<file path="src/rtl/lc3b_pkg.sv">
// Shared LC-3b encodings and the issue-queue entry layout.
// Combinational definitions only: no latency and no backpressure apply here.
package lc3b_pkg;

  localparam int DW   = 16;
  localparam int REGW = 3;
  localparam int OPCW = 4;

  typedef enum logic [1:0] {
    ALU_ADD   = 2'b00,
    ALU_AND   = 2'b01,
    ALU_XOR   = 2'b10,
    ALU_PASSA = 2'b11
  } alu_op_e;

  localparam logic [OPCW-1:0] OP_ADD = 4'b0001;
  localparam logic [OPCW-1:0] OP_AND = 4'b0101;
  localparam logic [OPCW-1:0] OP_XOR = 4'b1001;
  localparam logic [OPCW-1:0] OP_LEA = 4'b1110;

  typedef struct packed {
    logic [DW-1:0]   a;
    logic [DW-1:0]   b;
    alu_op_e         op;
    logic [REGW-1:0] dr;
    logic            wr_en;
    logic            setcc;
    logic            uses1;
    logic            uses2;
    logic [REGW-1:0] src1;
    logic [REGW-1:0] src2;
  } entry_t;

endpackage

</file>
<file path="src/rtl/alu_issue_decode.sv">
// Decodes one LC-3b instruction into an issue-queue entry.
// Purely combinational (zero latency) and never stalls.
module alu_issue_decode
  import lc3b_pkg::*;
(
  input  logic [DW-1:0] i_ir,
  input  logic [DW-1:0] i_npc,
  input  logic [DW-1:0] i_sr1,
  input  logic [DW-1:0] i_sr2,
  output entry_t        o_entry
);

  logic [DW-1:0] w_imm5;
  logic [DW-1:0] w_off9x2;

  assign w_imm5   = {{11{i_ir[4]}}, i_ir[4:0]};
  assign w_off9x2 = {{6{i_ir[8]}}, i_ir[8:0], 1'b0};

  always_comb begin
    o_entry       = '0;
    o_entry.dr    = i_ir[11:9];
    o_entry.src1  = i_ir[8:6];
    o_entry.src2  = i_ir[2:0];
    o_entry.op    = ALU_PASSA;
    case (i_ir[15:12])
      OP_ADD, OP_AND, OP_XOR: begin
        o_entry.op    = (i_ir[15:12] == OP_ADD) ? ALU_ADD :
                        (i_ir[15:12] == OP_AND) ? ALU_AND : ALU_XOR;
        o_entry.a     = i_sr1;
        o_entry.b     = i_ir[5] ? w_imm5 : i_sr2;
        o_entry.wr_en = 1'b1;
        o_entry.setcc = 1'b1;
        o_entry.uses1 = 1'b1;
        o_entry.uses2 = ~i_ir[5];
      end
      OP_LEA: begin
        o_entry.a     = i_npc + w_off9x2;
        o_entry.wr_en = 1'b1;
      end
      default: begin
        // Unknown opcodes pass SR1 through so the ALU still sees a defined value.
        o_entry.a     = i_sr1;
        o_entry.uses1 = 1'b1;
      end
    endcase
  end

endmodule

</file>
<file path="src/rtl/alu_issue_queue.sv">
// Issue queue feeding the ALU: decode, writeback bypass and a DEPTH-entry FIFO.
// Accept-to-out_valid is 1 cycle; in_ready = not full, independent of out_ready.
module alu_issue_queue
  import lc3b_pkg::*;
#(
  parameter int DEPTH = 2,
  parameter int DW    = 16
) (
  input  logic          clk,
  input  logic          reset_n,
  input  logic          in_valid,
  output logic          in_ready,
  input  logic [DW-1:0] in_ir,
  input  logic [DW-1:0] in_npc,
  input  logic [DW-1:0] in_sr1_data,
  input  logic [DW-1:0] in_sr2_data,
  input  logic          wb_en,
  input  logic [2:0]    wb_reg,
  input  logic [DW-1:0] wb_data,
  input  logic          flush,
  output logic          out_valid,
  input  logic          out_ready,
  output logic [DW-1:0] out_a,
  output logic [DW-1:0] out_b,
  output logic [1:0]    out_op,
  output logic [2:0]    out_dr,
  output logic          out_wr_en,
  output logic          out_setcc
);

  localparam int AW = $clog2(DEPTH);
  localparam int CW = AW + 1;

  entry_t          r_mem [DEPTH];
  entry_t          w_mem_nxt [DEPTH];
  logic [AW-1:0]   r_rd_ptr;
  logic [AW-1:0]   r_wr_ptr;
  logic [CW-1:0]   r_count;
  logic [DEPTH-1:0] w_vld;
  entry_t          w_dec;
  entry_t          w_cap;
  entry_t          w_head;
  logic            w_push;
  logic            w_pop;

  alu_issue_decode u_decode (
    .i_ir    (in_ir),
    .i_npc   (in_npc),
    .i_sr1   (in_sr1_data),
    .i_sr2   (in_sr2_data),
    .o_entry (w_dec)
  );

  assign in_ready  = (r_count < CW'(DEPTH));
  assign out_valid = (r_count != '0);
  assign w_push    = in_valid && in_ready;
  assign w_pop     = out_valid && out_ready;

  // Same-cycle writeback wins over the regfile read that raced it.
  always_comb begin
    w_cap = w_dec;
    if (wb_en && w_dec.uses1 && (w_dec.src1 == wb_reg)) w_cap.a = wb_data;
    if (wb_en && w_dec.uses2 && (w_dec.src2 == wb_reg)) w_cap.b = wb_data;
  end

  always_comb begin
    w_vld = '0;
    for (int i = 0; i < DEPTH; i++) begin
      w_vld[i] = ({1'b0, AW'(i) - r_rd_ptr} < r_count);
    end
  end

  // Held entries, including the visible head, track writebacks in place.
  always_comb begin
    for (int i = 0; i < DEPTH; i++) begin
      w_mem_nxt[i] = r_mem[i];
      if (w_vld[i] && wb_en) begin
        if (r_mem[i].uses1 && (r_mem[i].src1 == wb_reg)) w_mem_nxt[i].a = wb_data;
        if (r_mem[i].uses2 && (r_mem[i].src2 == wb_reg)) w_mem_nxt[i].b = wb_data;
      end
    end
    if (w_push && !flush) w_mem_nxt[r_wr_ptr] = w_cap;
  end

  always_ff @(posedge clk) begin
    if (!reset_n) begin
      r_count  <= '0;
      r_rd_ptr <= '0;
      r_wr_ptr <= '0;
      for (int i = 0; i < DEPTH; i++) r_mem[i] <= '0;
    end else begin
      for (int i = 0; i < DEPTH; i++) r_mem[i] <= w_mem_nxt[i];
      if (flush) begin
        r_count  <= '0;
        r_rd_ptr <= '0;
        r_wr_ptr <= '0;
      end else begin
        if (w_push) r_wr_ptr <= r_wr_ptr + AW'(1);
        if (w_pop)  r_rd_ptr <= r_rd_ptr + AW'(1);
        case ({w_push, w_pop})
          2'b10:   r_count <= r_count + CW'(1);
          2'b01:   r_count <= r_count - CW'(1);
          default: r_count <= r_count;
        endcase
      end
    end
  end

  assign w_head    = r_mem[r_rd_ptr];
  assign out_a     = w_head.a;
  assign out_b     = w_head.b;
  assign out_op    = w_head.op;
  assign out_dr    = w_head.dr;
  assign out_wr_en = w_head.wr_en;
  assign out_setcc = w_head.setcc;

endmodule

</file>
<file path="config.mk">
export PLATFORM = sky130hd
export DESIGN_NAME = alu_issue_queue
export DESIGN_NICKNAME = d
export VERILOG_FILES = /design/src/rtl/lc3b_pkg.sv /design/src/rtl/alu_issue_decode.sv /design/src/rtl/alu_issue_queue.sv
export SDC_FILE = /design/constraint.sdc
export NUM_CORES = 1
export LEC_CHECK = 0
export ABC_AREA = 1
export CELL_PAD_IN_SITES_DETAIL_PLACEMENT = 0
export CELL_PAD_IN_SITES_GLOBAL_PLACEMENT = 1
export CORE_ASPECT_RATIO = 1.1
export CORE_UTILIZATION = 30
export DETAILED_ROUTE_END_ITERATION = 10
export PLACE_DENSITY_LB_ADDON = 0.1
export SYNTH_ARGS = -nofsm -noshare
export SYNTH_HDL_FRONTEND = slang
export SYNTH_SLANG_ARGS = --single-unit
</file>
<file path="constraint.sdc">
create_clock -name clk -period 2.05 [get_ports clk]
set_input_delay 0.41 -clock clk [delete_from_list [all_inputs] [get_ports clk]]
set_output_delay 0.41 -clock clk [all_outputs]
set_load 0.02 [all_outputs]
</file>
* Word-level counts from Yosys, hierarchy flattened
Memory sizes are Yosys's and may differ from the RTL's. A register that Yosys moved wholly into a read port is not among the register bits. Cells that the tools add are included.
Storage, ports and cells: logic and storage cells 81, bits in registers 4, input bits 89, memories 1, output and inout bits 41, RAM bits 94
Cells by class: $lt $le $gt $ge 5, multiplexer cells 28, bitwise operators 5, reductions and logical operators 20, $add $sub $neg 7, eq/ne operators 12
Memories:
- r_mem | words 2, width 47, read ports 3, clocked after memory_dff 1, wr ports 2, line alu_issue_queue.sv:34 | entry_t r_mem [DEPTH];
Operators with widths (number):
- 47-bit 2-to-1 mux | 3
- 16-bit 2-to-1 mux | 8
- 94-bit bitwise mux | 1
- 94-bit 2-to-1 mux | 1
- 32-bit 2-to-1 mux | 2
- 47-bit demux with 1-bit select | 1
- 3-bit == test | 6
- 18-bit 2-to-1 mux | 1
- 16-bit adder | 1
- 1-bit logical AND | 14
- 4-bit == test, second input constant | 2
- 1-bit 2-to-1 mux | 8
- 4-bit by 1-bit == test with 1-bit output, second input constant | 1
- 4-bit by 3-bit == test with 1-bit output, second input constant | 1
- 1-bit by 2-bit < comparator with 1-bit output | 2
- 2-bit 2-to-1 mux | 2
- 2-bit one-hot mux with 2 select lines | 1
- 2-bit nonzero test | 2
- 4-bit OR reduction | 1
- 3-bit OR reduction | 1
- 1-bit adder, second input constant | 2
- 2-bit by 1-bit adder with 2-bit output, second input constant | 1
- 2-bit by 1-bit == test with 1-bit output, second input constant | 1
- 2-bit == test, second input constant | 1
- 10 further kinds | 13

* Logic depth before layout (Yosys ltp)
depth in word-level cells 9, depth in mapped cells 14, gate-level depth less buffers 14

* Hierarchy
From an unflattened synthesis, not the netlist that was laid out.
Unflattened totals: cells, all modules 1288, area total of the unflattened synthesis 7564.8 um2
By module, submodules not included:
- alu_issue_queue | cells an instance 1012, instances 1, sequential area each 1981.9 um2, area each 6189.7 um2
- alu_issue_decode | cells an instance 276, instances 1, sequential area each 0.0 um2, area each 1375.1 um2

* Least setup slack after synthesis
No wires, ideal clock.
path type input port to flip-flop, start input in_ir[0], end memory r_mem[0][40] in the netlist's numbering, data required time 1941 ps, path buffers 0, arrival time 1727 ps, setup slack 214 ps, library setup time 109 ps, stages 13, cells stage by stage ha_1 inv_1 fa_1 inv_1 nand3_1 nand3_1 nand2_1 nand3_1 nand3_1 o211ai_1 nand3_1 nand2_1 inv_1
RTL lines:
- from (decl) | line alu_issue_queue.sv:13 | input logic [DW-1:0] in_ir,
- to (decl) | line alu_issue_queue.sv:34

==> metrics.md <==
| Metric | Value |
|---|---|
| Post-synthesis cell count | 1104 |
| RSZ-0062 raised after global routing | false |
| Worst-margin pin slew | 0.4607 ns |
| Worst Path Max Fanout | 14 |
| Hold WC Path Type | reg2reg |
| Pin count of the biggest net entering global routing | 58 |
| Max Cap Viol | 0 |
| Crit start category | flip-flop |
| Fraction of layout instances using a drive strength above 1 | 0.1714 |
| Clk_skew | 0.01116 ns |
| Nets | 1395 |
| Avg Cell Area, Syn | 6.078 sq um |
| Crit path arrival time | 1.59 ns |
| Worst hold path depth | 2 |
| Worst EP required | 1.64 ns |
| Synth Warn # | 0 |
| DIE AREA | 0.02297 sq mm |
| Post-layout instance area | 0.009584 sq mm |
| Drt drc | 0 |
| Final Util | 0.4349 |
| Vias in the first global route | 7064 |
| CP Class | reg2out |
| Worst ir drop on vdd | 0.3229 mV |
| Most frequent cells in the layout | 286 x nand2_1, 128 x inv_1, 109 x nor2_1 |
| Max Fclk | 0.5003 GHz |
| WL final | 24.59 mm |
| Critical path endpoint category | output pin |
| Worst Setup EP | out_b[15] |
| Finish-stage setup viols | 0 |
| Routed vias/inst | 4.669 |
| DRT Pass-1 Iters | 6 |
| Syn nets | 1209 |
| Via Count | 7424 |
| Total Power | 5205 uW |
| Worst-path clk slew | 0.07 ns |
| Final Critical Period | 1.999 ns |
| First-pass GRT wire length | 38.36 mm |
| Die Y | 158.9 microns |
| Synth-to-Final Area Change | 42.83% |
| Cts hold-fix bufs | 0 |
| H-tree depth | 3 |
| Fin crit share | 0.9750 |
| CTS tree | yes |
| Leakage power total | 0.004650 uW |
| Most common cell after layout, fill and taps aside | nand2_1 |
| Post-DP HPWL | 18.25 mm |
| Later-pin clock latency in the skew report | 0.36 ns |
| CTS buffer count | 9 |
| Critical path cell sequence | buf_12 > buf_16 > buf_4 > o21ai_1 > buf_2 |
| DR WL/cell | 15.46 microns |
| Reg2reg setup slack | 0.32 ns |
| Antenna violations before repair | 0 |
| Core Area | 0.02204 sq mm |
| Max-slew headroom | 0.6915 |
| Starting Density | 0.3045 |
| Worst reg2reg path depth | 10 |
| Cell variety after synth | 40 |
| Row count | 57 |
| Final ANT Viol Nets | 0 |
| Clk sink count | 99 |
| I/O Buffers | 129 |
| Dpl cell area | 0.009004 sq mm |
| Worst r2r src | r_count[1] |
| GR Util All Layers | 0.2208 |
| Setup TNS | 0 ns |
| I/O Pins | 130 |
| Grt ovf | 0 |
| Seq/Total Area, Yosys | 0.2954 |
| Clk root buf | clkbuf_16 |
| FF-to-FF End | r_mem[0][28] |
| Synthesized flop and latch total | 99 |
| Max Transition Viols Final | 0 |
| Final Hold Viols | 0 |
| Max clock buf depth | 2 |
| Gpl congestion | 0.8410 |
| CP max stage cell | dfxtp_4 |
| PwrDens | 543.0 mW/mm^2 |
| Post-Syn Area | 0.006710 sq mm |
| Max incr delay on CP | 0.39 ns |
| Run status | completed |
| Die Wd | 144.6 microns |
| Initial DRC Count | 386 |
| Ant. Diodes | 0 |
area by class of cell:
| type | instances | area, sq um |
|---|---|---|
| well taps | 295 | 369.1 |
| clock buffers | 9 | 225.2 |
| multi-input cells | 809 | 4188 |
| repair buffers | 231 | 2230 |
| clock inverters | 7 | 61.31 |
| flip-flops and latches | 99 | 1986 |
| fillers | 2401 | 12450 |
| inverters | 140 | 525.5 |
Yosys cell counts (all sizes together):
| cell | count | area share |
|---|---|---|
| a211oi | 2 | 0.0022 |
| a21oi | 75 | 0.058 |
| and2 | 2 | 0.0019 |
| buf | 25 | 0.021 |
| clkbuf | 33 | 0.019 |
| dfxtp | 99 | 0.30 |
| fa | 1 | 0.0030 |
| ha | 15 | 0.028 |
| inv | 140 | 0.078 |
| mux2 | 5 | 0.0084 |
| nand2 | 300 | 0.17 |
| nand3 | 85 | 0.064 |
| nand3b | 1 | 0.0011 |
| nand4 | 5 | 0.0047 |
| nor2 | 117 | 0.070 |
| nor3 | 5 | 0.0078 |
| o211ai | 9 | 0.011 |
| o21a | 3 | 0.0034 |
| o21ai | 159 | 0.12 |
| o22ai | 2 | 0.0019 |
| or2 | 5 | 0.0047 |
| xnor2 | 9 | 0.012 |
| xor2 | 7 | 0.0091 |
where the power goes:
group / leakage, uW / switching, uW / total (uW) / internal (uW)
logic: 0.00371 / 799 / 1450 / 648
registers: 0.000809 / 35.8 / 2050 / 2010
clock network: 0.000134 / 864 / 1710 / 845
how the worst min path moves through the flow:
stage | from | end | slack (ns)
3_3_place_gp | flip-flop | flip-flop | 0.43
4_1_cts | flip-flop | flip-flop | 0.45
5_1_grt | flip-flop | flip-flop | 0.47
6_report | flip-flop | flip-flop | 0.44
2_1_floorplan | flip-flop | flip-flop | 0.42
3_5_place_dp | flip-flop | flip-flop | 0.44
layer usage:
metal,GRT usage,part of all wire,vias up
li1,-,-,3911
met1,0.2931,0.48,3381
met2,0.3765,0.48,116
met3,0.02413,0.025,16
met4,0.05311,0.014,0
met5,0,0,-
through the flow:
stage | worst slack [ns] | instances | hold WS [ns]
floorplan | 0.2136 | 1104 | 0.4245
global placement | -0.5106 | 1564 | 0.4324
detailed placement | -0.5309 | 1564 | 0.4386
CTS | -0.03572 | 1584 | 0.4499
global route | 0.00001021 | 1590 | 0.4738
finish | 0.05123 | 1590 | 0.4449
logic make-up (layout without fill, tap and decap cells):
kind of cell	after synthesis	in the layout	synth area share
buf+inv	198	387	0.1184
fa+ha+maj	16	16	0.03095
xor+xnor	16	16	0.02088
flops	99	99	0.2954
mux	5	5	0.008390
compound gates	250	250	0.1995
simple gates	520	522	0.3265
critical path, delay by kind of cell, from the launching register on:
| family | cells | cell delay, ns |
|---|---|---|
| buf+inv | 4 | 0.64 |
| compound gates | 1 | 0.20 |
| flops | 1 | 0.39 |
timing repair:
| action | 4_1_cts | 5_1_grt |
|---|---|---|
| setup endpoints to repair | 62 | 58 |
| pin swaps | 0 | 12 |
| hold endpoints to repair | 0 | 0 |
| gates cloned | 1 | 2 |
| gates resized for setup | 90 | 64 |
| setup buffers | 3 | 4 |
Note: power is estimated with default switching activity, not from simulation.
